$ cat src/rtl/pipelined_comp_alu.sv
// rtl/pipelined_comp_alu.sv - two-stage pipelined R-type execute unit with register file and writeback
// Optional operand forwarding from S1 on RAW hazards: define PIPE_ALU_FWD_EN.
module pipelined_comp_alu #(
  parameter int DATA_W  = 32,
  parameter int REG_NUM = 32
) (
  input  logic              clk,
  input  logic              rst,
  input  logic              in_valid,
  output logic              in_ready,
  input  logic [31:0]       instr,
  output logic              out_valid,
  output logic [DATA_W-1:0] out_data,
  output logic              out_zero,
  output logic              out_carry,
  output logic [4:0]        out_rd,
  output logic              out_illegal
);
  localparam int IDX_W = (REG_NUM > 1) ? $clog2(REG_NUM) : 1;
  localparam logic [5:0] SHIFT_LIMIT = 6'(DATA_W);

  localparam logic [5:0] F_ADD  = 6'b100000;
  localparam logic [5:0] F_SUBU = 6'b100011;
  localparam logic [5:0] F_AND  = 6'b100100;
  localparam logic [5:0] F_OR   = 6'b100101;
  localparam logic [5:0] F_SLT  = 6'b101010;
  localparam logic [5:0] F_SLL  = 6'b000000;
  localparam logic [5:0] F_SRL  = 6'b000010;

  function automatic logic [IDX_W-1:0] regIdx(input logic [4:0] field);
    return IDX_W'(32'(field) % REG_NUM);
  endfunction

  logic [DATA_W-1:0] regs [REG_NUM];

  logic [IDX_W-1:0]  rsIdx, rtIdx, rdIdx;
  logic              inLegal, stall, accept, rsHit, rtHit;
  logic [DATA_W-1:0] rfA, rfB, opA, opB;

  logic              s1Valid, s1Legal;
  logic [5:0]        s1Funct;
  logic [4:0]        s1Shamt, s1Rd;
  logic [IDX_W-1:0]  s1RdIdx;
  logic [DATA_W-1:0] s1A, s1B;

  logic [DATA_W-1:0] aluRes;
  logic              aluCarry;
  logic [DATA_W:0]   wide;

  logic              outValidQ, outZeroQ, outCarryQ, outIllegalQ;
  logic [DATA_W-1:0] outDataQ;
  logic [4:0]        outRdQ;

  assign rsIdx = regIdx(instr[25:21]);
  assign rtIdx = regIdx(instr[20:16]);
  assign rdIdx = regIdx(instr[15:11]);

  always_comb begin
    inLegal = 1'b0;
    case (instr[5:0])
      F_ADD, F_SUBU, F_AND, F_OR, F_SLT, F_SLL, F_SRL: inLegal = (instr[31:26] == 6'd0);
      default: inLegal = 1'b0;
    endcase
  end

  assign rfA = (rsIdx == '0) ? '0 : regs[rsIdx];
  assign rfB = (rtIdx == '0) ? '0 : regs[rtIdx];

  // The S1 instruction writes back at the same edge that captures the next one, so its rd is still stale in the array.
  assign rsHit = s1Valid && (s1RdIdx != '0) && (s1RdIdx == rsIdx);
  assign rtHit = s1Valid && (s1RdIdx != '0) && (s1RdIdx == rtIdx);

`ifdef PIPE_ALU_FWD_EN
  assign stall = 1'b0;
  assign opA   = (rsHit && s1Legal) ? aluRes : rfA;
  assign opB   = (rtHit && s1Legal) ? aluRes : rfB;
`else
  assign stall = rsHit || rtHit;
  assign opA   = rfA;
  assign opB   = rfB;
`endif

  assign in_ready = !rst && !stall;
  assign accept   = in_valid && in_ready;

  always_comb begin
    aluRes   = '0;
    aluCarry = 1'b0;
    wide     = '0;
    case (s1Funct)
      F_ADD: begin
        wide     = {1'b0, s1A} + {1'b0, s1B};
        aluRes   = wide[DATA_W-1:0];
        aluCarry = wide[DATA_W];
      end
      F_SUBU: begin
        aluRes   = s1A - s1B;
        aluCarry = (s1A < s1B);
      end
      F_AND: aluRes = s1A & s1B;
      F_OR:  aluRes = s1A | s1B;
      F_SLT: aluRes = {{(DATA_W-1){1'b0}}, ($signed(s1A) < $signed(s1B))};
      F_SLL: begin
        // Extra bit above the MSB catches the last bit shifted out.
        if ({1'b0, s1Shamt} < SHIFT_LIMIT) begin
          wide     = {1'b0, s1B} << s1Shamt;
          aluRes   = wide[DATA_W-1:0];
          aluCarry = wide[DATA_W];
        end
      end
      F_SRL: begin
        if ({1'b0, s1Shamt} < SHIFT_LIMIT) begin
          wide     = {s1B, 1'b0} >> s1Shamt;
          aluRes   = wide[DATA_W:1];
          aluCarry = wide[0];
        end
      end
      default: ;
    endcase
    if (!s1Legal) begin
      aluRes   = '0;
      aluCarry = 1'b0;
    end
  end

  always_ff @(posedge clk) begin
    if (rst) begin
      s1Valid     <= 1'b0;
      outValidQ   <= 1'b0;
      outDataQ    <= '0;
      outZeroQ    <= 1'b0;
      outCarryQ   <= 1'b0;
      outRdQ      <= '0;
      outIllegalQ <= 1'b0;
    end else begin
      s1Valid <= accept;
      if (accept) begin
        s1Legal <= inLegal;
        s1Funct <= instr[5:0];
        s1Shamt <= instr[10:6];
        s1Rd    <= instr[15:11];
        s1RdIdx <= rdIdx;
        s1A     <= opA;
        s1B     <= opB;
      end
      outValidQ <= s1Valid;
      if (s1Valid) begin
        outDataQ    <= aluRes;
        outZeroQ    <= (aluRes == '0);
        outCarryQ   <= aluCarry;
        outRdQ      <= s1Rd;
        outIllegalQ <= !s1Legal;
      end
    end
  end

  always_ff @(posedge clk) begin
    if (!rst && s1Valid && s1Legal && (s1RdIdx != '0)) regs[s1RdIdx] <= aluRes;
  end

  assign out_valid   = outValidQ && !rst;
  assign out_data    = rst ? '0 : outDataQ;
  assign out_zero    = outZeroQ && !rst;
  assign out_carry   = outCarryQ && !rst;
  assign out_rd      = rst ? 5'd0 : outRdQ;
  assign out_illegal = outIllegalQ && !rst;

endmodule

$ cat config.mk
export PLATFORM = sky130hd
export DESIGN_NAME = pipelined_comp_alu
export DESIGN_NICKNAME = d
export VERILOG_FILES = /design/src/rtl/pipelined_comp_alu.sv
export SDC_FILE = /design/constraint.sdc
export NUM_CORES = 2
export LEC_CHECK = 0
export BUFFER_PORTS_ARGS = -buffer_cell sky130_fd_sc_hd__buf_4
export CAP_MARGIN = 20
export CORE_ASPECT_RATIO = 0.7
export CORE_MARGIN = 10
export CORE_UTILIZATION = 40
export DETAILED_ROUTE_END_ITERATION = 10
export PLACE_DENSITY = 0.61
export SYNTH_ARGS = -nofsm -noshare
export SYNTH_HDL_FRONTEND = slang
export SYNTH_SLANG_ARGS = --single-unit
$ cat constraint.sdc
create_clock -name clk -period 10.7 [get_ports clk]
set_input_delay 0.535 -clock clk [delete_from_list [all_inputs] [get_ports clk]]
set_output_delay 0.535 -clock clk [all_outputs]
set_load 0.01 [all_outputs]
==> impl_results.md <==
* Top-count cell post-synth: edfxtp_1
* Synth unique cells at 98
* Initial antenna violation count at 13
* Final Cycle Share at 59.2%
* DP Cell Count at 5769
* Buffers plus inverters on the worst setup path at 2
* CP delay by family, top: compound AO/OA/AOI/OAI gates
* Post-synth EDFFs at 1105
* Routed vias/inst at 6.75
* Root Driver: clkbuf_16
* CTS clk-pin slew, worst paths at 0.08 ns
* Top cells by area in the synthesized netlist: edfxtp_1 (54%), mux4_2 (22%), mux2i_1 (3.4%)
* DRT Pass-1 Iters at 6
* HP Class: input port to register
* Post-CTS Setup Bufs at 0
* Total power at 10.0 mW
* Final Max Slew Viols at 0
* Fin cells at 5991
* Wirelength, routed at 219000 um
* Slowest library cell on the worst path: o21ai_0
* Worst VDD drop at 0.000146 V
* Bufs on Longest Clock Path at 3
* Die X at 487 um
* Tightest hold margin at 0.178 ns
* Max Cap Viol at 0
* Pre-CTS setup slack at 5.09 ns
* Sink Count at 1147
* Die area at 169000 um2
* Slew at the pin with the worst max-slew slack at 1.31 ns
* Dpl hpwl at 134000 um
* Row count at 119
* Crit Path Max Fanout at 33
* 1st-iter DRT viols at 6038
* Fmax at 0.158 GHz
* WS Path Type: register to register
* Cells after synthesis at 3848
* Nets at 4050
* Setup slack after layout at 4.36 ns
* Status: finished, final reports clean
* Dpl cell area at 64500 um2
* Avg Cell Area, Syn at 15.9 um2
* Post-route cell area at 68300 um2
* Vias in the first global route at 38100
* Clock skew at 0.0572 ns
* Area delta synth->final at 11.7%
* I/O pins at 77
* Max stage delay on crit path at 1.02 ns
* Slew headroom at 11.8%
* Register area share after synthesis at 55.6%
* Routed Antenna Nets at 0
* CORE AREA at 151000 um2
* DRC Markers at 0
* CTS buffer count at 105
* Fin crit period at 6.34 ns
* Hold buffer count at CTS at 17
* Layout cells sized above 1 at 27.9%
* Final setup fails at 0
* Hold Violations, Final at 0
* Synth Register Bits at 1147
* Grt ovf at 0
* TritonCTS clock tree: built
* Most frequent cells after synthesis: edfxtp_1 (1105), mux4_2 (598), nor2_1 (244)
* Mapped Area at 61200 um2
* Core Util, Final at 45.2%
* Clk Latency, worst-skew pair at 0.76 ns
* CP Launch Type: register
* Power Dens Cells at 147 nW/um2
* Cell taking the most area after synthesis: edfxtp_1
* Die Y at 347 um
* CTS resizes at 0
* Arr. time, crit path at 6.92 ns
* Routability cong. at 1.09
* Leak at 24.0 nW
* Crit. End Element: register
* Wire per inst at 36.6 um
* Worst EP required at 11.28 ns
* Largest net degree at the start of global routing at 110
* CP cell instances: inv_1 -> ha_1 -> a21oi_1 -> nand2_1 -> o2111ai_1 -> a21oi_1 -> nor4_1 -> o31ai_1 -> a31o_2 -> a221o_1 -> o21ai_0 -> inv_1 -> mux2i_1 -> nor2_1
* Port bufs at 76
* Gr usage total at 25.1%
* Post-synth ARST share at 0%
* Initial Utilization at 40.5%
* Routed vias at 40500
* Ys Warns at 0
* First-pass GRT wire length at 304000 um
* TNS Setup at 0 ns
* Synth top area share at 54.3%
* RSZ-0062 raised after global routing: false
* Htree depth at 3
* Ys flop type: edfxtp_1
kinds of logic after synthesis:
| kind of cell | after synthesis | synth area share, % |
|---|---|---|
| buffers and inverters | 415 | 2.72 |
| adder cells (fa/ha/maj) | 115 | 2.38 |
| other | 1 | 0.00613 |
| AO/OA/AOI/OAI | 586 | 6.77 |
| multiplexers | 872 | 26.6 |
| XOR/XNOR | 28 | 0.401 |
| flip-flops | 1147 | 55.6 |
| AND/OR/NAND/NOR | 684 | 5.46 |
worst paths after layout:
check | start | depth (start not counted) | slack, ns | endpoint
max | s1B[4]$_SDFFCE_PN0P_ | 14 | 4.36 | outDataQ[31]$_SDFFE_PP0P_
min | rst | 2 | 0.18 | outDataQ[28]$_SDFFE_PP0P_
max reg2reg | s1B[4]$_SDFFCE_PN0P_ | 14 | 4.36 | outDataQ[31]$_SDFFE_PP0P_
min reg2reg | outDataQ[17]$_SDFFE_PP0P_ | 2 | 0.48 | outDataQ[17]$_SDFFE_PP0P_
registers in the layout, indices dropped and copies added, names as in the netlist, 5 cells and up:
name and cells:
regs 1024, outDataQ 32, s1A 32, s1B 32, s1Funct 6, outRdQ 5
s1RdIdx 5, s1Shamt 5
layout by cell type (no fill, tap or decap), drive strengths merged, types with 51 or more instances in the layout:
cell / n
nor2b: 55
mux2i: 210
mux2: 64
buf: 203
clkinv: 51
a21oi: 115
clkbuf: 126
inv: 109
ha: 113
edfxtp: 1105
o21ai: 79
nor2: 244
nor3: 60
mux4: 598
nand2: 123
power by group:
part	switching, mW	internal (mW)
sequential	0.0562	4.90
clock	1.77	2.21
combinational	0.657	0.419
layer usage:
| layer | GRT usage, % | part of all wire, % | vias to the layer above |
|---|---|---|---|
| met1 | 36.4 | 41 | 21300 |
| met2 | 35.2 | 42 | 2673 |
| met4 | 9.04 | 4.1 | 16 |
| met5 | 0 | 0.064 | - |
| met3 | 8.31 | 13 | 446 |
| li1 | - | - | 16000 |
layout make-up:
class	count	area (um2)
fillers	12900	82800
flip-flops and latches	1147	34000
multi-input cells	2317	26000
clock buffers	124	2740
well taps	1996	2500
repair buffers	222	1800
clock inverters	74	871
inverters	107	402
diodes	4	10.0
Power figures use the tool's default switching activity.
